**config.mk**
```make
export PLATFORM = sky130hd
export DESIGN_NAME = apb_rr_arbiter
export DESIGN_NICKNAME = d
export VERILOG_FILES = /design/src/rtl/apb_rr_arbiter.sv
export SDC_FILE = /design/constraint.sdc
export NUM_CORES = 1
export LEC_CHECK = 0
export BUFFER_PORTS_ARGS = -buffer_cell sky130_fd_sc_hd__buf_2
export CAP_MARGIN = 20
export CELL_PAD_IN_SITES_DETAIL_PLACEMENT = 0
export CELL_PAD_IN_SITES_GLOBAL_PLACEMENT = 2
export CORE_UTILIZATION = 29
export CTS_BUF_LIST = sky130_fd_sc_hd__clkbuf_8
export CTS_CLUSTER_SIZE = 40
export DETAILED_ROUTE_END_ITERATION = 6
export GPL_TIMING_DRIVEN = 0
export HOLD_SLACK_MARGIN = 0.15
export PLACE_DENSITY = 0.83
export SKIP_CTS_REPAIR_TIMING = 1
export SYNTH_ARGS = -nofsm -noshare
export SYNTH_HDL_FRONTEND = slang
export SYNTH_SLANG_ARGS = --single-unit
```
**constraint.sdc**
```tcl
create_clock -name hclk -period 2.2 [get_ports hclk]
set_input_delay 0.22 -clock hclk [delete_from_list [all_inputs] [get_ports hclk]]
set_output_delay 0.22 -clock hclk [all_outputs]
set_load 0.03 [all_outputs]
```
**src/rtl/apb_rr_arbiter.sv**
```systemverilog
// Two-requester round-robin front end for a single APB master port.
// Sequences SETUP/ACCESS, returns read data/error, and forces an error completion on slave timeout.
module apb_rr_arbiter #(
  parameter int ADDR_W  = 32,
  parameter int DATA_W  = 32,
  parameter int TIMEOUT = 16
) (
  input  logic              hclk,
  input  logic              hresetn,
  input  logic              req0_valid,
  input  logic              req0_write,
  input  logic [ADDR_W-1:0] req0_addr,
  input  logic [DATA_W-1:0] req0_wdata,
  output logic              req0_ready,
  output logic              req0_done,
  output logic [DATA_W-1:0] req0_rdata,
  output logic              req0_err,
  input  logic              req1_valid,
  input  logic              req1_write,
  input  logic [ADDR_W-1:0] req1_addr,
  input  logic [DATA_W-1:0] req1_wdata,
  output logic              req1_ready,
  output logic              req1_done,
  output logic [DATA_W-1:0] req1_rdata,
  output logic              req1_err,
  output logic              psel,
  output logic              penable,
  output logic              pwrite,
  output logic [ADDR_W-1:0] paddr,
  output logic [DATA_W-1:0] pwdata,
  input  logic [DATA_W-1:0] prdata,
  input  logic              pready,
  input  logic              pslverr
);

  localparam int CNT_W = (TIMEOUT > 2) ? $clog2(TIMEOUT) : 1;
  localparam logic [CNT_W-1:0] CNT_LAST = CNT_W'(TIMEOUT - 1);

  typedef enum logic [1:0] {
    ST_IDLE   = 2'd0,
    ST_SETUP  = 2'd1,
    ST_ACCESS = 2'd2
  } state_e;

  state_e              state_q, state_d;
  logic                last_grant_q, last_grant_d;
  logic                owner_q, owner_d;
  logic [CNT_W-1:0]    wait_cnt_q, wait_cnt_d;
  logic                psel_q, psel_d;
  logic                penable_q, penable_d;
  logic                pwrite_q, pwrite_d;
  logic [ADDR_W-1:0]   paddr_q, paddr_d;
  logic [DATA_W-1:0]   pwdata_q, pwdata_d;
  logic                done0_q, done0_d, done1_q, done1_d;
  logic [DATA_W-1:0]   rdata0_q, rdata0_d, rdata1_q, rdata1_d;
  logic                err0_q, err0_d, err1_q, err1_d;

  logic                pready_done_s;
  logic                timeout_done_s;
  logic                completing_s;
  logic                window_s;
  logic                grant0_s;
  logic                grant1_s;
  logic                accept_s;
  logic [DATA_W-1:0]   res_rdata_s;
  logic                res_err_s;

  // pready wins over a timeout that lands on the same cycle
  assign pready_done_s  = (state_q == ST_ACCESS) && pready;
  assign timeout_done_s = (state_q == ST_ACCESS) && !pready && (wait_cnt_q == CNT_LAST);
  assign completing_s   = pready_done_s || timeout_done_s;
  assign window_s       = (state_q == ST_IDLE) || completing_s;
  assign grant0_s       = window_s && req0_valid && (!req1_valid || last_grant_q);
  assign grant1_s       = window_s && req1_valid && (!req0_valid || !last_grant_q);
  assign accept_s       = grant0_s || grant1_s;
  assign res_rdata_s    = (pready_done_s && !pwrite_q) ? prdata : {DATA_W{1'b0}};
  assign res_err_s      = pready_done_s ? pslverr : 1'b1;

  // Next-state, APB phase sequencing, completion capture and command capture
  always_comb begin
    state_d      = state_q;
    last_grant_d = last_grant_q;
    owner_d      = owner_q;
    wait_cnt_d   = wait_cnt_q;
    psel_d       = psel_q;
    penable_d    = penable_q;
    pwrite_d     = pwrite_q;
    paddr_d      = paddr_q;
    pwdata_d     = pwdata_q;
    done0_d      = 1'b0;
    done1_d      = 1'b0;
    rdata0_d     = rdata0_q;
    rdata1_d     = rdata1_q;
    err0_d       = err0_q;
    err1_d       = err1_q;

    case (state_q)
      ST_IDLE: begin
        state_d = accept_s ? ST_SETUP : ST_IDLE;
      end
      ST_SETUP: begin
        state_d    = ST_ACCESS;
        penable_d  = 1'b1;
        wait_cnt_d = {CNT_W{1'b0}};
      end
      ST_ACCESS: begin
        if (completing_s) begin
          state_d   = accept_s ? ST_SETUP : ST_IDLE;
          psel_d    = accept_s;
          penable_d = 1'b0;
        end else begin
          wait_cnt_d = wait_cnt_q + CNT_W'(1);
        end
      end
      default: begin
        state_d   = ST_IDLE;
        psel_d    = 1'b0;
        penable_d = 1'b0;
      end
    endcase

    if (completing_s) begin
      if (owner_q) begin
        done1_d  = 1'b1;
        rdata1_d = res_rdata_s;
        err1_d   = res_err_s;
      end else begin
        done0_d  = 1'b1;
        rdata0_d = res_rdata_s;
        err0_d   = res_err_s;
      end
    end else begin
      done0_d = 1'b0;
      done1_d = 1'b0;
    end

    // Accepted command is latched straight onto the APB outputs for SETUP
    if (accept_s) begin
      psel_d       = 1'b1;
      penable_d    = 1'b0;
      pwrite_d     = grant1_s ? req1_write : req0_write;
      paddr_d      = grant1_s ? req1_addr  : req0_addr;
      pwdata_d     = grant1_s ? req1_wdata : req0_wdata;
      last_grant_d = grant1_s;
      owner_d      = grant1_s;
    end else begin
      last_grant_d = last_grant_q;
      owner_d      = owner_q;
    end
  end

  // State and output registers
  always_ff @(posedge hclk or negedge hresetn) begin
    if (!hresetn) begin
      state_q      <= ST_IDLE;
      last_grant_q <= 1'b1;
      owner_q      <= 1'b0;
      wait_cnt_q   <= {CNT_W{1'b0}};
      psel_q       <= 1'b0;
      penable_q    <= 1'b0;
      pwrite_q     <= 1'b0;
      paddr_q      <= {ADDR_W{1'b0}};
      pwdata_q     <= {DATA_W{1'b0}};
      done0_q      <= 1'b0;
      done1_q      <= 1'b0;
      rdata0_q     <= {DATA_W{1'b0}};
      rdata1_q     <= {DATA_W{1'b0}};
      err0_q       <= 1'b0;
      err1_q       <= 1'b0;
    end else begin
      state_q      <= state_d;
      last_grant_q <= last_grant_d;
      owner_q      <= owner_d;
      wait_cnt_q   <= wait_cnt_d;
      psel_q       <= psel_d;
      penable_q    <= penable_d;
      pwrite_q     <= pwrite_d;
      paddr_q      <= paddr_d;
      pwdata_q     <= pwdata_d;
      done0_q      <= done0_d;
      done1_q      <= done1_d;
      rdata0_q     <= rdata0_d;
      rdata1_q     <= rdata1_d;
      err0_q       <= err0_d;
      err1_q       <= err1_d;
    end
  end

  assign req0_ready = grant0_s;
  assign req1_ready = grant1_s;
  assign req0_done  = done0_q;
  assign req1_done  = done1_q;
  assign req0_rdata = rdata0_q;
  assign req1_rdata = rdata1_q;
  assign req0_err   = err0_q;
  assign req1_err   = err1_q;
  assign psel       = psel_q;
  assign penable    = penable_q;
  assign pwrite     = pwrite_q;
  assign paddr      = paddr_q;
  assign pwdata     = pwdata_q;

endmodule

```
# Yosys cells after proc, flatten, opt, wreduce, memory -nomap -nowiden
# Cells that the tools add are included.
[classes] eq_ne=8 n_bitwise=1 n_mux=19 addsub=1 n_reduce_logical=26
[op_table] operator="$mux W32" n=3
[op_table] operator="$mux W1" n=10
[op_table] operator="$reduce_and A2 Y1" n=5
[op_table] operator="$logic_and A1 B1 Y1" n=8
[op_table] operator="$pmux W4 S2" n=1
[op_table] operator="$ne A2 B2 Y1 const B" n=3
[op_table] operator="$pmux W2 S3" n=1
[op_table] operator="$logic_not A1 Y1" n=5
[op_table] operator="$logic_or A1 B1 Y1" n=5
[op_table] operator="$add A4 B1 Y4 const B" n=1
[op_table] operator="$eq A4 B4 Y1 const B" n=1
[op_table] operator="$mux W4" n=1
[op_table] operator="$ne A3 B3 Y1 const B" n=1
[op_table] operator="$pmux W1 S3" n=1
[op_table] operator="$eq A2 B1 Y1 const B" n=1
[op_table] operator="$eq A2 B2 Y1 const B" n=1
[op_table] operator="$logic_not A2 Y1" n=1
[op_table] operator="$mux W2" n=1
[op_table] operator="$ne A2 B1 Y1 const B" n=1
[op_table] operator="$pmux W1 S2" n=1
[op_table] operator="$reduce_bool A2 Y1" n=1
[op_table] operator="$reduce_or A2 Y1" n=1
[op_table] operator="$not A1 Y1" n=1
[word_totals] regBits=143 in_bits=168 elab_cells=70

# Longest topological paths before layout
[depth] word_depth=11 mapped_depth=6

# Worst setup path before layout
# OpenSTA, ideal clock, no wires.
[synth_path] kind="register to output" start="register wait_cnt_q[0]" end="output port req0_ready" t_arrival_ns=1.671 path_stages_with_launch=5 required_time_ns=1.980 path_slack_ns=0.309 cell_sequence="dfrtp_1 > ha_1 > nand3_2 > a21o_1 > nor3_1"
[synth_between] elab_chain_cells=6
[synth_rtl] element="start: declaration" line_no="48" text="logic [CNT_W-1:0] wait_cnt_q, wait_cnt_d;"
[synth_rtl] element="start signal: assignment" line_no="158" text="wait_cnt_q <= {CNT_W{1'b0}};"
[synth_rtl] element="start signal: assignment" line_no="174" text="wait_cnt_q <= wait_cnt_d;"
[synth_rtl] element="$eq A4 B4 Y1" line_no="70" text="assign timeout_done_s = (state_q == ST_ACCESS) && !pready && (wait_cnt_q == CNT_LAST);"
[synth_rtl] element="$logic_and A1 B1 Y1" line_no="70"
[synth_rtl] element="$logic_or A1 B1 Y1" line_no="71" text="assign completing_s = pready_done_s || timeout_done_s;"
[synth_rtl] element="$logic_or A1 B1 Y1" line_no="72" text="assign window_s = (state_q == ST_IDLE) || completing_s;"
[synth_rtl] element="$logic_and A1 B1 Y1 (2 in a row)" line_no="73" text="assign grant0_s = window_s && req0_valid && (!req1_valid || last_grant_q);"
[synth_rtl] element="end: declaration" line_no="14" text="output logic req0_ready,"
# No other way between the ends.

# Worst setup path in the final report
[layout_path] start="register last_grant_q" end="register pwdata_q[27] (netlist: pwdata[27])"
[layout_between] elab_chain_cells=4
[layout_rtl] element="start: declaration" line_no="46" text="logic last_grant_q, last_grant_d;"
[layout_rtl] element="start signal: assignment" line_no="172" text="last_grant_q <= last_grant_d;"
[layout_rtl] element="$logic_not A1 Y1" line_no="74" text="assign grant1_s = window_s && req1_valid && (!req0_valid || !last_grant_q);"
[layout_rtl] element="$logic_or A1 B1 Y1" line_no="74"
[layout_rtl] element="$logic_and A1 B1 Y1" line_no="74"
[layout_rtl] element="$mux W32 / $logic_or A1 B1 Y1 (equally long branches)" line_no="143, 75"
[layout_rtl] element="end signal: assignment" line_no="163" text="pwdata_q <= {DATA_W{1'b0}};"
[layout_rtl] element="end signal: assignment" line_no="179" text="pwdata_q <= pwdata_d;"
[layout_rtl] element="end: declaration" line_no="53" text="logic [DATA_W-1:0] pwdata_q, pwdata_d;"
# Several ways; a longest one is shown, not always the timed one.
# A chain may end at the register's enable or synchronous reset.

==> run metrics <==
Core ar. 0.0202 sq mm; final non-filler cell total 1209; fin util 48.8%; num rows 52; Compound-Gate Fraction of Synth Area approximately a third; Int Power 0.00733 W; dominant cells by area after synthesis dfrtp_1 (60%), a22o_1 (9.7%), a2bb2oi_1 (9.6%), o32ai_1 (9.6%), clkbuf_1 (1.7%); global-route wire length before repair 31300 um; period utilization 96.6%; Reg2Reg Launch Point last_grant_q$_DFFE_PN1P_; Root Driver clkbuf_8; #FFs+latches synth 143; Least-Margin Pin Slew 0.661 ns; port bufs 304; Worst Hold Class in -> reg; Req. time, crit path 2.56 ns; EDFF count, synth 0; crit start category flop; register area share after synthesis about three fifths; simple-gate share of the synthesized area 2.80%; reg2reg end pwdata[27]$_DFFE_PN0P_; Async S/R FF share, synth 100%; peak supply drop between 600 and 700 uV; vias in the first global route around 5500; reg2reg path depth 5; Crit Path Max Fanout 10; initial antenna violation count 1; Total Wirelength roughly 22000 um; Die X about 150 um; critical path capture point type flop; ratio of cells with drive above 1 in the final layout between 40% and 50%; leak pwr 4.67 nW; WHS Endpoint pwdata[13]$_DFFE_PN0P_; clock skew 0.0166 ns; CTS HTree Levels 4; GRT Total Usage 19.0%; top cells by count, synth dfrtp_1 (142), a22o_1 (66), a2bb2oi_1 (65), o32ai_1 (65), clkbuf_1 (27); mux contribution to synthesized area 0.189%; final slew viol count 0; Adder-Cell Fraction of Synth Area 0.210%; wire per inst 17.9 um; final total power approximately 0.013 W; power share of the combinational group 49.7%; Peak Freq 471 MHz; design area between 0.009 and 0.01 sq mm; Cells after DPL 1020; io pins 305; MaxCap Viol Count 0; clk_lat worst skew between 0.4 and 0.5 ns; count leader, synth dfrtp_1; die area 0.0211 sq mm; WS Path Type reg -> reg; worst min-delay path startpoint req0_wdata[13]; DR vias/cell 5.00; starting density of the core between 20% and 30%; Hold Path Depth 3; Yosys top cell area share between 50% and 60%; sequential share of power 33.5%; antenna-violating nets left 0; routability cong. slightly below 0.8; run status complete, no violations; Post-Synth XOR/XNOR Area 0%; CTS tree done; synth unique cells 46; synth warn 0; Pwr per Cell Area 1350 mW/mm^2; clock-pin slew on the worst setup and hold paths 0.09 ns; largest family of logic cells by synthesized area compound AO/OA/AOI/OAI gates; relative slew slack 55.9%; cts bufs inserted 17; # clock sinks 143; worst reg-to-reg setup slack 0.08 ns; Bufs on Longest Clock Path 2; NetSw 0.00598 W; syn nets 614; clock share of power 16.8%; Die Y 145 um; DRC Markers 0; area of the mapped netlist about 0.0060 sq mm; commonest register cell after synthesis dfrtp_1; largest net degree at the start of global routing 74; setup violators final 0; Synth area leader dfrtp_1; switching portion of total power 44.9%; post-layout min period 2.12 ns; Area Overhead vs Synth 65.4%; nets@finish 1094; WP data arrival 2.49 ns; Congestion Overflow GR 0; final hold viol count 0; first-iteration detailed-routing DRC count 177; router iterations before antenna repair 4; Synth Instances around 450; syn_area_per_cell 13.4 sq um; Vias between 6000 and 7000; DP Wirelength 14600 um; Sum Neg Setup Slack 0 ns; placed instance area 0.00785 sq mm; Fillers 1857
## flip-flops by register name (all words and copies together), names as in the netlist, 2 cells and up
name / count
paddr: 32
wait_cnt_q: 4
req1_rdata: 32
req0_rdata: 32
pwdata: 32
state_q: 2
## cell usage in the layout (no fill, tap or decap), drive strengths merged, types with 2 or more instances in the layout
cell	instances
a2bb2oi	65
dlygate4sd3	155
dfrtp	142
nor2b	3
clkinv	2
nor3b	2
nor2	3
nand2b	2
a211o	3
clkbuf	45
nand3	4
nor3	2
a211oi	2
bufinv	2
a22o	66
clkinvlp	2
a21oi	3
nand2	2
buf	331
o32ai	65
inv	14
a221oi	2
## layout make-up
cell class              instances  area [sq um]  area share, %
well taps                     270           338           3.43
clock inverters                14           171           1.74
repair buffers                461          3120           31.7
inverters                       6          22.5          0.229
flip-flops and latches        143          3580           36.4
diodes                          1          2.50         0.0254
clock buffers                  18           248           2.52
multi-input cells             244          2080           21.2
plain buffers                  52           282           2.86
## metal layers
metal	share of wire (%)	vias up	global-route usage [%]
met3	7.1	25	6.26
met2	48	281	30.3
li1	-	2785	-
met4	1.3	0	5.74
met5	0	-	0
met1	43	2948	24.3
## kinds of logic after synthesis
kind of cell | Yosys count
AOI/OAI and AO/OA | 216
adders and majority gates | 1
buffers and inverters | 58
DFF | 143
muxes | 1
and+or+nand+nor | 26
## power by group through the flow
stage          Combinational (W)  Sequential (W)  Clock, W
4_1_cts                  0.00637         0.00445   0.00231
6_report                 0.00661         0.00446   0.00224
2_1_floorplan            0.00213         0.00661         0
5_1_grt                  0.00698         0.00459   0.00243
3_3_place_gp             0.00633         0.00446         0
3_5_place_dp             0.00636         0.00446         0
## critical path: stages (launching register included)
cell,delay (ns)
dfstp_2,0.54
a21bo_2,0.17
clkbuf_1,0.39
o32ai_1,0.19
dlygate4sd3_1,0.60
a2bb2oi_1,0.14
## worst max-delay path by stage
stage                                    startpoint                endpoint
after floorplan           wait_cnt_q[0]$_DFFE_PN0P_              req0_ready
after global placement                      hresetn    paddr[8]$_DFFE_PN0P_
after detailed placement  wait_cnt_q[0]$_DFFE_PN0P_   paddr[27]$_DFFE_PN0P_
after CTS                 wait_cnt_q[0]$_DFFE_PN0P_              req0_ready
after global routing       last_grant_q$_DFFE_PN1P_  pwdata[20]$_DFFE_PN0P_
final                      last_grant_q$_DFFE_PN1P_  pwdata[27]$_DFFE_PN0P_
## stage by stage
step           setup WS, ns  hold WS [ns]
3_3_place_gp          -1.25         0.454
2_1_floorplan         0.309       -0.0756
3_5_place_dp          0.116         0.268
6_report             0.0753         0.119
4_1_cts             -0.0227        -0.228
5_1_grt             -0.0128         0.149
No activity file was read; power rests on OpenSTA's default activity.
